[src/rtl/writeback_unit_pkg.sv]
// Shared core constants for the writeback stage: default datapath sizes,
// the load-starvation threshold and the result-source selector.
package writeback_unit_pkg;

   localparam int WB_DATA_WIDTH     = 32;
   localparam int WB_REGISTERS      = 32;
   localparam int WB_LOG2_REGISTERS = 5;

   localparam int STARVE_W = 2;
   localparam logic [STARVE_W-1:0] WB_STARVE_LIMIT = 2'd3;

   typedef enum logic [1:0] {
      WB_SRC_NONE = 2'd0,
      WB_SRC_ALU  = 2'd1,
      WB_SRC_MEM  = 2'd2
   } wb_src_e;

endpackage

[src/rtl/wb_scoreboard.sv]
// Pending-write vector for issue-stage hazard detection. A set and a clear
// of the same index in one cycle leaves the bit set; index 0 never pends.
module wb_scoreboard
   import writeback_unit_pkg::*;
#(
   parameter int REGISTERS      = WB_REGISTERS,
   parameter int LOG2_REGISTERS = WB_LOG2_REGISTERS
) (
   input  logic                      clk,
   input  logic                      rst,
   input  logic                      set_valid_i,
   input  logic [LOG2_REGISTERS-1:0] set_idx_i,
   input  logic                      clr_valid_i,
   input  logic [LOG2_REGISTERS-1:0] clr_idx_i,
   input  logic [LOG2_REGISTERS-1:0] query_a_i,
   input  logic [LOG2_REGISTERS-1:0] query_b_i,
   output logic                      busy_a_o,
   output logic                      busy_b_o
);

   logic [REGISTERS-1:0] pending_q;
   logic [REGISTERS-1:0] pending_d;

   // Next pending vector: the set term is OR-ed in after the clear, so the newer issue wins.
   always_comb begin
      pending_d = '0;
      for (int i = 0; i < REGISTERS; i++) begin
         pending_d[i] = (set_valid_i && (set_idx_i == LOG2_REGISTERS'(i))) ||
                        (pending_q[i] && !(clr_valid_i && (clr_idx_i == LOG2_REGISTERS'(i))));
      end
      pending_d[0] = 1'b0;
   end

   // Pending vector register.
   always_ff @(posedge clk) begin
      if (rst) begin
         pending_q <= '0;
      end else begin
         pending_q <= pending_d;
      end
   end

   assign busy_a_o = pending_q[query_a_i];
   assign busy_b_o = pending_q[query_b_i];

endmodule

[src/rtl/writeback_unit.sv]
// Final pipeline stage: arbitrates ALU and load results into one registered
// register-file write port, tracks pending writes and bypasses the in-flight write.
module writeback_unit
   import writeback_unit_pkg::*;
#(
   parameter int DATA_WIDTH     = WB_DATA_WIDTH,
   parameter int REGISTERS      = WB_REGISTERS,
   parameter int LOG2_REGISTERS = WB_LOG2_REGISTERS
) (
   input  logic                      clk,
   input  logic                      rst,
   input  logic                      alu_valid,
   output logic                      alu_ready,
   input  logic [LOG2_REGISTERS-1:0] alu_rd,
   input  logic [DATA_WIDTH-1:0]     alu_data,
   input  logic                      mem_valid,
   output logic                      mem_ready,
   input  logic [LOG2_REGISTERS-1:0] mem_rd,
   input  logic [DATA_WIDTH-1:0]     mem_data,
   input  logic                      issue_valid,
   input  logic [LOG2_REGISTERS-1:0] issue_rd,
   input  logic [LOG2_REGISTERS-1:0] addr_rs1,
   input  logic [LOG2_REGISTERS-1:0] addr_rs2,
   input  logic [DATA_WIDTH-1:0]     rf_rs1,
   input  logic [DATA_WIDTH-1:0]     rf_rs2,
   output logic [DATA_WIDTH-1:0]     op_rs1,
   output logic [DATA_WIDTH-1:0]     op_rs2,
   output logic                      rs1_busy,
   output logic                      rs2_busy,
   output logic [LOG2_REGISTERS-1:0] addr_rd,
   output logic [DATA_WIDTH-1:0]     data_rd
);

   logic [STARVE_W-1:0]       starve_q;
   logic [STARVE_W-1:0]       starve_d;
   logic [LOG2_REGISTERS-1:0] addr_rd_q;
   logic [LOG2_REGISTERS-1:0] addr_rd_d;
   logic [DATA_WIDTH-1:0]     data_rd_q;
   logic [DATA_WIDTH-1:0]     data_rd_d;
   logic                      starved_s;
   logic                      alu_accept_s;
   logic                      mem_accept_s;
   wb_src_e                   wb_src_s;

   // Arbitration: mem_ready is the inverse of alu_ready, so the two are never high together.
   always_comb begin
      starved_s    = (starve_q == WB_STARVE_LIMIT);
      mem_ready    = !alu_valid || starved_s;
      alu_ready    = !mem_ready;
      alu_accept_s = alu_valid && alu_ready;
      mem_accept_s = mem_valid && mem_ready;
   end

   // Source select, output-register next state and starvation counter next state.
   always_comb begin
      wb_src_s  = WB_SRC_NONE;
      addr_rd_d = '0;
      data_rd_d = '0;
      starve_d  = starve_q;
      if (alu_accept_s) begin
         wb_src_s = WB_SRC_ALU;
      end else if (mem_accept_s) begin
         wb_src_s = WB_SRC_MEM;
      end else begin
         wb_src_s = WB_SRC_NONE;
      end
      case (wb_src_s)
         WB_SRC_ALU: begin
            addr_rd_d = alu_rd;
            data_rd_d = alu_data;
         end
         WB_SRC_MEM: begin
            addr_rd_d = mem_rd;
            data_rd_d = mem_data;
         end
         default: begin
            addr_rd_d = '0;
            data_rd_d = '0;
         end
      endcase
      if (!mem_valid || mem_accept_s) begin
         starve_d = '0;
      end else if (!starved_s) begin
         starve_d = starve_q + 2'd1;
      end else begin
         starve_d = starve_q;
      end
   end

   // Output write-port register and starvation counter.
   always_ff @(posedge clk) begin
      if (rst) begin
         addr_rd_q <= '0;
         data_rd_q <= '0;
         starve_q  <= '0;
      end else begin
         addr_rd_q <= addr_rd_d;
         data_rd_q <= data_rd_d;
         starve_q  <= starve_d;
      end
   end

   wb_scoreboard #(
      .REGISTERS      (REGISTERS),
      .LOG2_REGISTERS (LOG2_REGISTERS)
   ) u_scoreboard (
      .clk         (clk),
      .rst         (rst),
      .set_valid_i (issue_valid),
      .set_idx_i   (issue_rd),
      .clr_valid_i (alu_accept_s || mem_accept_s),
      .clr_idx_i   (addr_rd_d),
      .query_a_i   (addr_rs1),
      .query_b_i   (addr_rs2),
      .busy_a_o    (rs1_busy),
      .busy_b_o    (rs2_busy)
   );

   // Bypass covers the cycle the write sits in the port before the register file commits it.
   always_comb begin
      op_rs1 = ((addr_rd_q != '0) && (addr_rd_q == addr_rs1)) ? data_rd_q : rf_rs1;
      op_rs2 = ((addr_rd_q != '0) && (addr_rd_q == addr_rs2)) ? data_rd_q : rf_rs2;
   end

   assign addr_rd = addr_rd_q;
   assign data_rd = data_rd_q;

endmodule

[config.mk]
export PLATFORM = sky130hd
export DESIGN_NAME = writeback_unit
export DESIGN_NICKNAME = d
export VERILOG_FILES = /design/src/rtl/writeback_unit_pkg.sv /design/src/rtl/wb_scoreboard.sv /design/src/rtl/writeback_unit.sv
export SDC_FILE = /design/constraint.sdc
export NUM_CORES = 1
export LEC_CHECK = 0
export CAP_MARGIN = 15
export CORE_MARGIN = 4
export CORE_UTILIZATION = 42
export DETAILED_ROUTE_END_ITERATION = 16
export HOLD_SLACK_MARGIN = 0.15
export PLACE_DENSITY = 0.95
export SYNTH_ARGS = -nofsm -noshare
export SYNTH_HDL_FRONTEND = slang
export SYNTH_SLANG_ARGS = --single-unit
[constraint.sdc]
create_clock -name clk -period 3.35 [get_ports clk]
set_input_delay 0.67 -clock clk [delete_from_list [all_inputs] [get_ports clk]]
set_output_delay 0.67 -clock clk [all_outputs]
set_load 0.03 [all_outputs]
==> implementation parameters <==
Parameter                              Value

Outcome
  Status    finished clean

Timing
  Setup repair after global routing missed its margin    true
  Final Hold Fails    0
  Top achievable clock speed    303 MHz
  PnR worst setup slack    0.0483 ns
  Final critical-path required period    3.30 ns
  Count of final setup violators    0
  Worst setup skew after layout    0.00865 ns
  Headroom to the max-slew limit    40.5%
  Count of final max-slew check failures    0
  Tightest Pin Transition    0.892 ns
  Part of the cycle the worst path needs    98.6%

Detailed routing
  Antenna-violating nets left    0
  Initial DRC count    600
  Number of search-and-repair iterations in the first detailed-routing pass    6
  Via count    5399
  DRC violation count after routing    0
  Total length of routed wires    20600 um
  Average routed wire per standard cell    22.3 um
  Via-per-instance ratio    5.84

Power
  Largest voltage drop on the vdd net    0.000184 V
  Pwr dens    307 mW/mm^2
  Leakage power    2.92 nW

Die
  Total Die Area    0.0125 sq mm
  Floorplan die width    112 um
  Initial cell density of the core    43.4%
  DIE HEIGHT    112 um
  Standard-cell rows    37
  # IOs    263
  Placeable Area    0.0104 sq mm

Yosys
  Share of the yosys chip area belonging to registers    31.0%
  Main synth FF type    dfxtp_1
  Largest family of logic cells by synthesized area    simple AND/OR/NAND/NOR gates
  Cell count after synthesis    506
  Post-Synth Simple-Gate Area    26.5%
  Register bit total from synthesis    70
  Mux cell area share after synthesis    24.5%
  Number of distinct standard cells referenced by the synthesized netlist    43
  Area share of fa/ha/maj cells after synthesis    0.277%
  Warnings, synthesis    0
  Average size of a mapped cell    8.94 sq um
  Xor/xnor cell area share of the yosys netlist    1.94%
  Count of flip-flops with a built-in enable after synthesis    0
  Mapped Nets    665
  Compound-gate portion of the synthesized area    10.3%
  Netlist area before placement    0.00452 sq mm
  Post-synthesis async set-or-reset flop share    0%

Final layout
  Top library cells by usage in the layout, fill and taps aside    clkdlybuf4s50_1 (183), dfxtp_1 (70), nor2_1 (60)
  Nets@finish    942
  Area growth, synth to finish    69.4%
  Diodes inserted    0
  Share of post-route cells with drive strength above 1    26.1%
  Leading cell type in the layout, fill and taps excluded    clkdlybuf4s50_1
  Post-route non-filler standard cell count    924
  Final core area utilization    73.5%

Clock tree
  Clock-pin slew on the worst setup and hold paths    0.08 ns
  Clock tree from TritonCTS    built
  CTS Buf Count    9
  Worst skew pair latency    0.35 ns
  Clk sink count    70
  Number of H-tree levels    3
  Library cell used as clock root buffer    clkbuf_8
  Maximum clock insertion buffer count    2
  Number of hold-repair buffers added at the cts stage    0

Setup path
  Crit Path Category    input port to primary output
  Top fanout value on the critical path    7
  Nature of the critical path startpoint    input port
  Worst setup EP type    primary output
  CP arrival    2.63 ns
  Required time of the critical path    2.68 ns

Place
  Pre-CTS setup slack    -0.487 ns
  Detailed-placement wirelength estimate    15000 um
  Port Buf Inserts    262
  Routability Congestion    1.00
  DP Cell Count    886

Flow run
  Number of max-capacitance violations reported    0

Global route
  Wire length of the first global-routing pass    30700 um
  Congestion Overflow GR    0
  Number of global-route vias before repair    5371
  Total global routing track utilization    31.2%
  Largest net degree at the start of global routing    47
  Number of antenna violations at the first check in global routing    0

Min path
  Hold WC Path Type    flop to flop
worst max-delay path, stage by stage:
cell and delay [ns]:
dlygate4sd2_1 0.27, xnor2_2 0.15, nand3_2 0.11, nor4_4 0.36, buf_4 0.21, clkbuf_16 0.17, mux2_2 0.33, clkdlybuf4s15_1 0.35
through the flow:
| stage | setup TNS [ns] | instance area [sq um] | power [mW] | hold WS [ns] |
|---|---|---|---|---|
| finish | 0 | 7660 | 2.35 | 0.437 |
| global route | -0.205 | 7660 | 2.43 | 0.465 |
| CTS | -0.00671 | 7690 | 2.34 | 0.440 |
| detailed placement | -24.79 | 7240 | 1.71 | 0.429 |
| global placement | -22.69 | 7240 | 1.69 | 0.414 |
| floorplan | 0 | 4520 | 1.31 | 0.407 |
sequential cells by signal, summed over array words and instances, names as in the netlist:
signal and cells:
data_rd 32, u_scoreboard.pending_q 31, addr_rd 5, starve_q 2
kinds of logic (layout without fill, tap and decap cells):
group | after synthesis | after routing
AO/OA/AOI/OAI | 74 | 74
XOR/XNOR | 10 | 10
adder cells (fa/ha/maj) | 1 | 1
buffers and inverters | 43 | 325
flip-flops | 70 | 70
multiplexers | 81 | 81
AND/OR/NAND/NOR | 227 | 227
repair_timing:
item,in CTS,in global routing
pin swaps,4,8
gates cloned,2,1
setup buffers,18,2
resized for setup,221,59
endpoints found under the setup margin,65,57
layout make-up:
cell class                 count  area [sq um]
clock buffer                  10           138
clock inverter                 6          46.3
fill                         729          2760
inverter                       1          3.75
multi-input combinational    393          2950
sequential                    70          1400
tap                          136           170
timing repair buffer         308          2950
Yosys cell counts (3+ instances only):
cell,count,share of area (%)
a211oi_1,31,5.1
a21oi_1,32,3.5
and4b_1,3,0.66
buf_1,3,0.25
buf_2,7,0.77
buf_6,10,2.5
clkbuf_1,21,1.7
dfxtp_1,70,31
mux2_1,10,2.5
mux2_2,57,14
mux4_1,10,5.8
mux4_2,4,2.0
nand2_1,38,3.2
nand2b_1,6,0.83
nand3_1,36,4.0
nand3b_1,6,1.0
nand4_1,5,0.69
nand4b_1,5,0.97
nor2_1,60,5.0
nor2b_1,6,0.83
nor3_1,42,4.6
nor3_2,4,0.89
o21a_1,4,0.66
o21ai_1,3,0.33
xnor2_1,6,1.2
xor2_1,4,0.77
layer usage:
metal	part of all wire, %	GRT usage [%]	up-vias
met3	9.8	8.70	78
met4	4.6	15.8	0
li1	-	-	2426
met2	49	53.9	404
met1	37	35.2	2491
met5	0	0	-
worst paths after layout:
kind / start / end / slack [ns] / depth (start not counted)
setup reg to reg: starve_q[0]$_SDFFE_PP0N_ / u_scoreboard.pending_q[17]$_SDFF_PP0_ / 1.14 / 7
setup / recovery: addr_rs2[4] / op_rs2[15] / 0.05 / 8
hold / removal: starve_q[0]$_SDFFE_PP0N_ / starve_q[0]$_SDFFE_PP0N_ / 0.44 / 1
hold reg to reg: starve_q[0]$_SDFFE_PP0N_ / starve_q[0]$_SDFFE_PP0N_ / 0.44 / 1
report_power, final:
group	switching, mW	internal, mW
Sequential	0.0335	0.863
Combinational	0.419	0.402
Clock	0.343	0.292
Total	0.796	1.56
Power figures use the tool's default switching activity.
